### config.mk
export PLATFORM = sky130hd
export DESIGN_NAME = prod_accumulator
export DESIGN_NICKNAME = d
export VERILOG_FILES = /design/src/rtl/prod_accumulator_pkg.sv /design/src/rtl/prod_accumulator_acc_controlador.sv /design/src/rtl/prod_accumulator_registrador.sv /design/src/rtl/prod_accumulator.sv
export SDC_FILE = /design/constraint.sdc
export NUM_CORES = 1
export LEC_CHECK = 0
export ABC_CLOCK_PERIOD_IN_PS = 3650
export CAP_MARGIN = 15
export CORE_MARGIN = 2
export CORE_UTILIZATION = 60
export DETAILED_ROUTE_END_ITERATION = 8
export DONT_BUFFER_PORTS = 1
export GPL_ROUTABILITY_DRIVEN = 0
export PLACE_DENSITY_LB_ADDON = 0.12
export SYNTH_ARGS = -nofsm -noshare
export SYNTH_HDL_FRONTEND = slang
export SYNTH_SLANG_ARGS = --single-unit
export TNS_END_PERCENT = 20
### constraint.sdc
create_clock -name clk_i -period 3.65 [get_ports clk_i]
set_input_delay 0.73 -clock clk_i [delete_from_list [all_inputs] [get_ports clk_i]]
set_output_delay 0.73 -clock clk_i [all_outputs]
set_load 0.005 [all_outputs]
### src/rtl/prod_accumulator_pkg.sv
// Shared types for the multiplier/accumulator slice.
//   acc_state_t : product accumulator FSM states
package prod_accumulator_pkg;

  typedef enum logic [1:0] {
    ST_IDLE = 2'd0,
    ST_ACC  = 2'd1,
    ST_DONE = 2'd2
  } acc_state_t;

endpackage

### src/rtl/prod_accumulator_acc_controlador.sv
// Control FSM and term counter for prod_accumulator.
//   clk_i, rst_i  : clock / asynchronous active-low reset
//   clear_i       : synchronous abort, active-high
//   prod_valid_i  : upstream product valid
//   sum_ready_i   : downstream consumer takes the result
//   state_o       : current FSM state
//   cnt_o         : products accepted into the current sum
//   prod_ready_o  : can accept a product this cycle
//   sum_valid_o   : finished result is being held
//   accept_o      : strobe, product is taken into the accumulator this cycle
//   clear_o       : strobe, datapath returns to zero (abort or delivery)
module acc_controlador
  import prod_accumulator_pkg::*;
#(
  parameter  int N_TERMS   = 4,
  localparam int CNT_WIDTH = $clog2(N_TERMS + 1)
) (
  input  logic                 clk_i,
  input  logic                 rst_i,
  input  logic                 clear_i,
  input  logic                 prod_valid_i,
  input  logic                 sum_ready_i,
  output acc_state_t           state_o,
  output logic [CNT_WIDTH-1:0] cnt_o,
  output logic                 prod_ready_o,
  output logic                 sum_valid_o,
  output logic                 accept_o,
  output logic                 clear_o
);

  acc_state_t           state, state_next;
  logic [CNT_WIDTH-1:0] cnt, cnt_next, cnt_inc;
  logic                 run;
  logic                 deliver;

  // ST_IDLE is the reset state, yet ready must stay low until the first edge
  // after reset release; run supplies that without an extra FSM state.
  always_ff @(posedge clk_i or negedge rst_i) begin
    if (!rst_i) begin
      state <= ST_IDLE;
      cnt   <= '0;
      run   <= 1'b0;
    end else begin
      state <= state_next;
      cnt   <= cnt_next;
      run   <= 1'b1;
    end
  end

  always_comb begin
    state_next   = state;
    cnt_next     = cnt;
    prod_ready_o = 1'b0;
    sum_valid_o  = 1'b0;

    unique case (state)
      ST_IDLE, ST_ACC: prod_ready_o = run;
      ST_DONE:         sum_valid_o  = 1'b1;
      default:         state_next   = ST_IDLE;
    endcase

    deliver  = sum_valid_o & sum_ready_i;
    accept_o = prod_valid_i & prod_ready_o & ~clear_i;
    clear_o  = clear_i | deliver;
    cnt_inc  = (state == ST_IDLE) ? CNT_WIDTH'(1) : cnt + CNT_WIDTH'(1);

    if (clear_o) begin
      state_next = ST_IDLE;
      cnt_next   = '0;
    end else if (accept_o) begin
      cnt_next   = cnt_inc;
      state_next = (cnt_inc == CNT_WIDTH'(N_TERMS)) ? ST_DONE : ST_ACC;
    end
  end

  assign state_o = state;
  assign cnt_o   = cnt;

endmodule

### src/rtl/prod_accumulator_registrador.sv
// Generic enabled register with asynchronous active-low reset to zero.
//   clk_i : clock (rising edge)
//   rst_i : asynchronous reset, active-low
//   en_i  : load d_i on the next rising edge
//   d_i   : data in  [W-1:0]
//   q_o   : data out [W-1:0]
module registrador #(
  parameter int W = 8
) (
  input  logic         clk_i,
  input  logic         rst_i,
  input  logic         en_i,
  input  logic [W-1:0] d_i,
  output logic [W-1:0] q_o
);

  always_ff @(posedge clk_i or negedge rst_i) begin
    if (!rst_i)    q_o <= '0;
    else if (en_i) q_o <= d_i;
  end

endmodule

### src/rtl/prod_accumulator.sv
// Sums N_TERMS unsigned products into one result, valid/ready on both sides.
//   clk_i         : clock, rising edge
//   rst_i         : asynchronous reset, active-low
//   clear_i       : synchronous abort/clear, active-high
//   prod_valid_i  : prod_i is valid
//   prod_i        : unsigned product [PROD_WIDTH-1:0]
//   prod_ready_o  : product accepted this cycle when valid
//   sum_valid_o   : sum_o holds a finished result
//   sum_ready_i   : consumer takes sum_o this cycle
//   sum_o         : accumulated result [ACC_WIDTH-1:0], modulo 2^ACC_WIDTH
//   term_cnt_o    : products accepted into the current sum
//   ovf_o         : sticky carry out of ACC_WIDTH during the current sum
module prod_accumulator
  import prod_accumulator_pkg::*;
#(
  parameter  int PROD_WIDTH = 8,
  parameter  int N_TERMS    = 4,
  parameter  int ACC_WIDTH  = 16,
  localparam int CNT_WIDTH  = $clog2(N_TERMS + 1)
) (
  input  logic                  clk_i,
  input  logic                  rst_i,
  input  logic                  clear_i,
  input  logic                  prod_valid_i,
  input  logic [PROD_WIDTH-1:0] prod_i,
  output logic                  prod_ready_o,
  output logic                  sum_valid_o,
  input  logic                  sum_ready_i,
  output logic [ACC_WIDTH-1:0]  sum_o,
  output logic [CNT_WIDTH-1:0]  term_cnt_o,
  output logic                  ovf_o
);

  acc_state_t           state;
  logic                 accept, clear;
  logic [ACC_WIDTH-1:0] acc, acc_base, acc_d;
  logic [ACC_WIDTH:0]   acc_sum;
  logic                 ovf, ovf_d;

  acc_controlador #(
    .N_TERMS (N_TERMS)
  ) u_ctrl (
    .clk_i        (clk_i),
    .rst_i        (rst_i),
    .clear_i      (clear_i),
    .prod_valid_i (prod_valid_i),
    .sum_ready_i  (sum_ready_i),
    .state_o      (state),
    .cnt_o        (term_cnt_o),
    .prod_ready_o (prod_ready_o),
    .sum_valid_o  (sum_valid_o),
    .accept_o     (accept),
    .clear_o      (clear)
  );

  // The first term loads rather than adds, so a sum never depends on the
  // accumulator having been zeroed beforehand.
  always_comb begin
    acc_base = (state == ST_IDLE) ? '0 : acc;
    acc_sum  = {1'b0, acc_base} + {{(ACC_WIDTH + 1 - PROD_WIDTH){1'b0}}, prod_i};
    acc_d    = clear ? '0 : acc_sum[ACC_WIDTH-1:0];
    ovf_d    = clear ? 1'b0 : ((ovf & (state != ST_IDLE)) | acc_sum[ACC_WIDTH]);
  end

  registrador #(
    .W (ACC_WIDTH)
  ) u_acc_reg (
    .clk_i (clk_i),
    .rst_i (rst_i),
    .en_i  (clear | accept),
    .d_i   (acc_d),
    .q_o   (acc)
  );

  registrador #(
    .W (1)
  ) u_ovf_reg (
    .clk_i (clk_i),
    .rst_i (rst_i),
    .en_i  (clear | accept),
    .d_i   (ovf_d),
    .q_o   (ovf)
  );

  assign sum_o = acc;
  assign ovf_o = ovf;

endmodule
==> flow_metrics.env <==
export IMPL_synth_compound_area_frac=0.234
export IMPL_htree_levels=1
export IMPL_tightestPinTransition_ns=0.753
export IMPL_startpoint_type="flip-flop"
export IMPL_core_rowCount=18
export IMPL_layout_common_cells="dfrtp_1 (23), nand2_1 (22), o21ai_0 (12)"
export IMPL_placed_area_um2=1510
export IMPL_status="complete, no violations"
export IMPL_core_um2=2410
export IMPL_start_util=0.615
export IMPL_p_sw_frac=0.273
export IMPL_pwr_share_comb=0.110
export IMPL_post_route_period_util=0.773
export IMPL_r2r_start="u_ctrl.state_o[1]"
export IMPL_grt_pass1_vias=1213
export IMPL_vias=1257
export IMPL_dieHeight_um=53.7
export IMPL_fin_util=0.641
export IMPL_remaining_drc_errors=0
export IMPL_hold_viol=0
export IMPL_synth_top_family_by_area="compound AO/OA/AOI/OAI gates"
export IMPL_synth_cell_types=42
export IMPL_slew_violations=0
export IMPL_via_per_inst=6.62
export IMPL_critPathTopFamily="compound AO/OA/AOI/OAI gates"
export IMPL_ys_ff_latch=23
export IMPL_synth_nets=182
export IMPL_maxCapViolations=0
export IMPL_cts_tree="built"
export IMPL_synthToLayoutAreaGrowth_pct=4.22
export IMPL_clock_sinks=23
export IMPL_synth_area_mux_share=0.00676
export IMPL_synth_xor_area_frac=0.0355
export IMPL_irDropWorstVdd_mv=0.245
export IMPL_p_int_mw=0.322
export IMPL_fin_nets=184
export IMPL_rsz0062_at_grt="no"
export IMPL_seq_area_frac_synth=0.389
export IMPL_syn_area_um2=1480
export IMPL_antenna_found_initial=0
export IMPL_cpPeakStageDelay_ns=0.49
export IMPL_synthArstFlopShare=1.00
export IMPL_pin_count=35
export IMPL_crit_path_cell_trace="or2_2 -> and2_1 -> ha_1 -> inv_1 -> fa_1 -> nand2b_1 -> a21oi_1 -> o21ai_1 -> o311ai_0 -> o41ai_1"
export IMPL_r2r_end="u_acc_reg.q_o[10]"
export IMPL_n_antenna_cell=0
export IMPL_synth_edf_count=0
export IMPL_dr_pass1_iters=4
export IMPL_seqPwrFrac=0.607
export IMPL_finalSetupTns_ns=0
export IMPL_drive_above_1_share=0.0688
export IMPL_grt_total_usage=0.259
export IMPL_dr_first_iter_drc_count=25
export IMPL_avgRoutedWirePerCell_um=17.9
export IMPL_regArea_um2=576
export IMPL_cts_resized=0
export IMPL_slowest_stage="dfrtp_1"
export IMPL_path_class="reg -> reg"
export IMPL_clockRootBuffer="clkbuf_4"
export IMPL_dp_hpwl_um=2510
export IMPL_fmax_mhz=355
export IMPL_finClkSkew_ns=0.0156
export IMPL_die_x_um=53.7
export IMPL_whs_ns=0.0704
export IMPL_dp_cells=186
export IMPL_clk_pin_slew_worst_paths_ns=0.14
export IMPL_die_area_um2=2880
export IMPL_power_per_cell_area_nw_per_um2=287
export IMPL_critical_path_buf_inv_count=1
export IMPL_endpoint_kind="flip-flop"
export IMPL_setup_ws_ns=0.830
export IMPL_r2r_worst_path_cells=10
export IMPL_min_period_ns=2.82
export IMPL_synth_flop_cell="dfrtp_1"
export IMPL_grt_max_degree=24
export IMPL_fillers=215
export IMPL_synth_fa_ha_area_frac=0.0895
export IMPL_p_leak_nw=0.669
export IMPL_syn_instance_count=159
export IMPL_cts_path_max_buffers=2
export IMPL_setup_viol=0
export IMPL_fin_cells=190
export IMPL_syn_avg_cell_area_um2=9.32
export IMPL_clk_latency_ns=0.33
export IMPL_cp_required_ns=3.84
export IMPL_grt_pass1_wl_um=5320
export IMPL_min_delay_path_class="in -> async"
export IMPL_slew_headroom=0.498
export IMPL_cp_max_fo=12
export IMPL_p_switching_mw=0.121
export IMPL_drt_total_wl_um=3400
export IMPL_finalInstanceArea_um2=1540
export IMPL_drtAntennaViolNets=0
export IMPL_multi_input_comb_area_um2=867
export IMPL_total_power_mw=0.443
export IMPL_ctsHoldBuffers=0
export IMPL_grt_ovfl_total=0
export IMPL_arrival_ns=3.01
export IMPL_ys_warn_count=0
export IMPL_synth_simple_area_share=0.213
export IMPL_clkPwrFrac=0.283
export IMPL_portBuffers=0
export IMPL_pre_cts_ws_ns=0.903
export IMPL_r2r_setup_slack_ns=0.83
export IMPL_cts_made_buffers=3
export IMPL_final_common_cell="dfrtp_1"
export IMPL_cts_post_setup_buffers_inserted=0
worst reg2reg max path: stages (launching register included):
cell and delay, ns:
dfrtp_1 0.49, or2_2 0.30, and2_1 0.16, ha_1 0.18, inv_1 0.06, fa_1 0.37
nand2b_1 0.19, a21oi_1 0.18, o21ai_1 0.23, o311ai_0 0.38, o41ai_1 0.14
layout make-up:
class	instances	share of cell area
timing repair buffer	1	0.00486
tap	30	0.0243
sequential	23	0.373
inverter	7	0.0170
clock inverter	1	0.00486
multi-input combinational	125	0.562
clock buffer	3	0.0146
state kept, by name (all words and copies together) (netlist names):
| signal | cells |
|---|---|
| u_ovf_reg.q_o | 1 |
| u_acc_reg.q_o | 16 |
| u_ctrl.state_o | 2 |
| u_ctrl.cnt_o | 3 |
| u_ctrl.run | 1 |
layer usage:
metal / up-vias / wire length [µm] / track usage
met1: 625 / 1410 / 0.307
met2: 39 / 1750 / 0.459
met4: 0 / 65 / 0.111
met3: 7 / 185 / 0.0417
li1: 586 / - / -
met5: - / 0 / 0
worst max path at each step:
stage	depth (start not counted)	start	slack [ns]	to
after floorplan	11	u_ctrl.state_o[1]	1.08	u_acc_reg.q_o[10]
after global placement	10	u_ctrl.state_o[1]	1.03	u_acc_reg.q_o[10]
after detailed placement	10	u_ctrl.state_o[1]	0.90	u_acc_reg.q_o[10]
after CTS	10	u_ctrl.state_o[1]	0.86	u_acc_reg.q_o[10]
after global routing	10	u_ctrl.state_o[1]	0.53	u_acc_reg.q_o[10]
final	10	u_ctrl.state_o[1]	0.83	u_acc_reg.q_o[10]
cell usage after synthesis (2+ instances only):
cell type	n	area [µm²]
o211ai_1	6	45.0
buf_2	3	15.0
a22o_1	4	35.0
and2_1	8	50.1
inv_1	7	26.3
nand4_1	2	12.5
a2111o_1	2	22.5
o311ai_0	2	17.5
a21oi_1	8	40.0
nand3_1	5	25.0
or4_1	2	15.0
nand2b_1	6	37.5
nand2_1	22	82.6
o21ai_0	12	60.1
dfrtp_1	23	576
xor2_1	4	35.0
nor3_1	2	10.0
or2_2	2	12.5
xnor2_1	2	17.5
nor2_1	4	15.0
nor2b_1	3	18.8
ha_1	9	113
o41ai_1	2	17.5
cells by family after synthesis:
logic type,Yosys count
fa+ha+maj,10
compound gates,47
buf+inv,11
simple gates,60
other cells,1
mux,1
xor+xnor,6
flops,23
power by group through the flow:
stage          Sequential [mW]  Clock, mW  Combinational [mW]
2_1_floorplan            0.272          0              0.0387
3_3_place_gp             0.273          0              0.0464
3_5_place_dp             0.274          0              0.0482
4_1_cts                  0.269      0.128              0.0484
5_1_grt                  0.270      0.139              0.0546
6_report                 0.269      0.125              0.0489
Note: power is estimated with default switching activity, not from simulation.
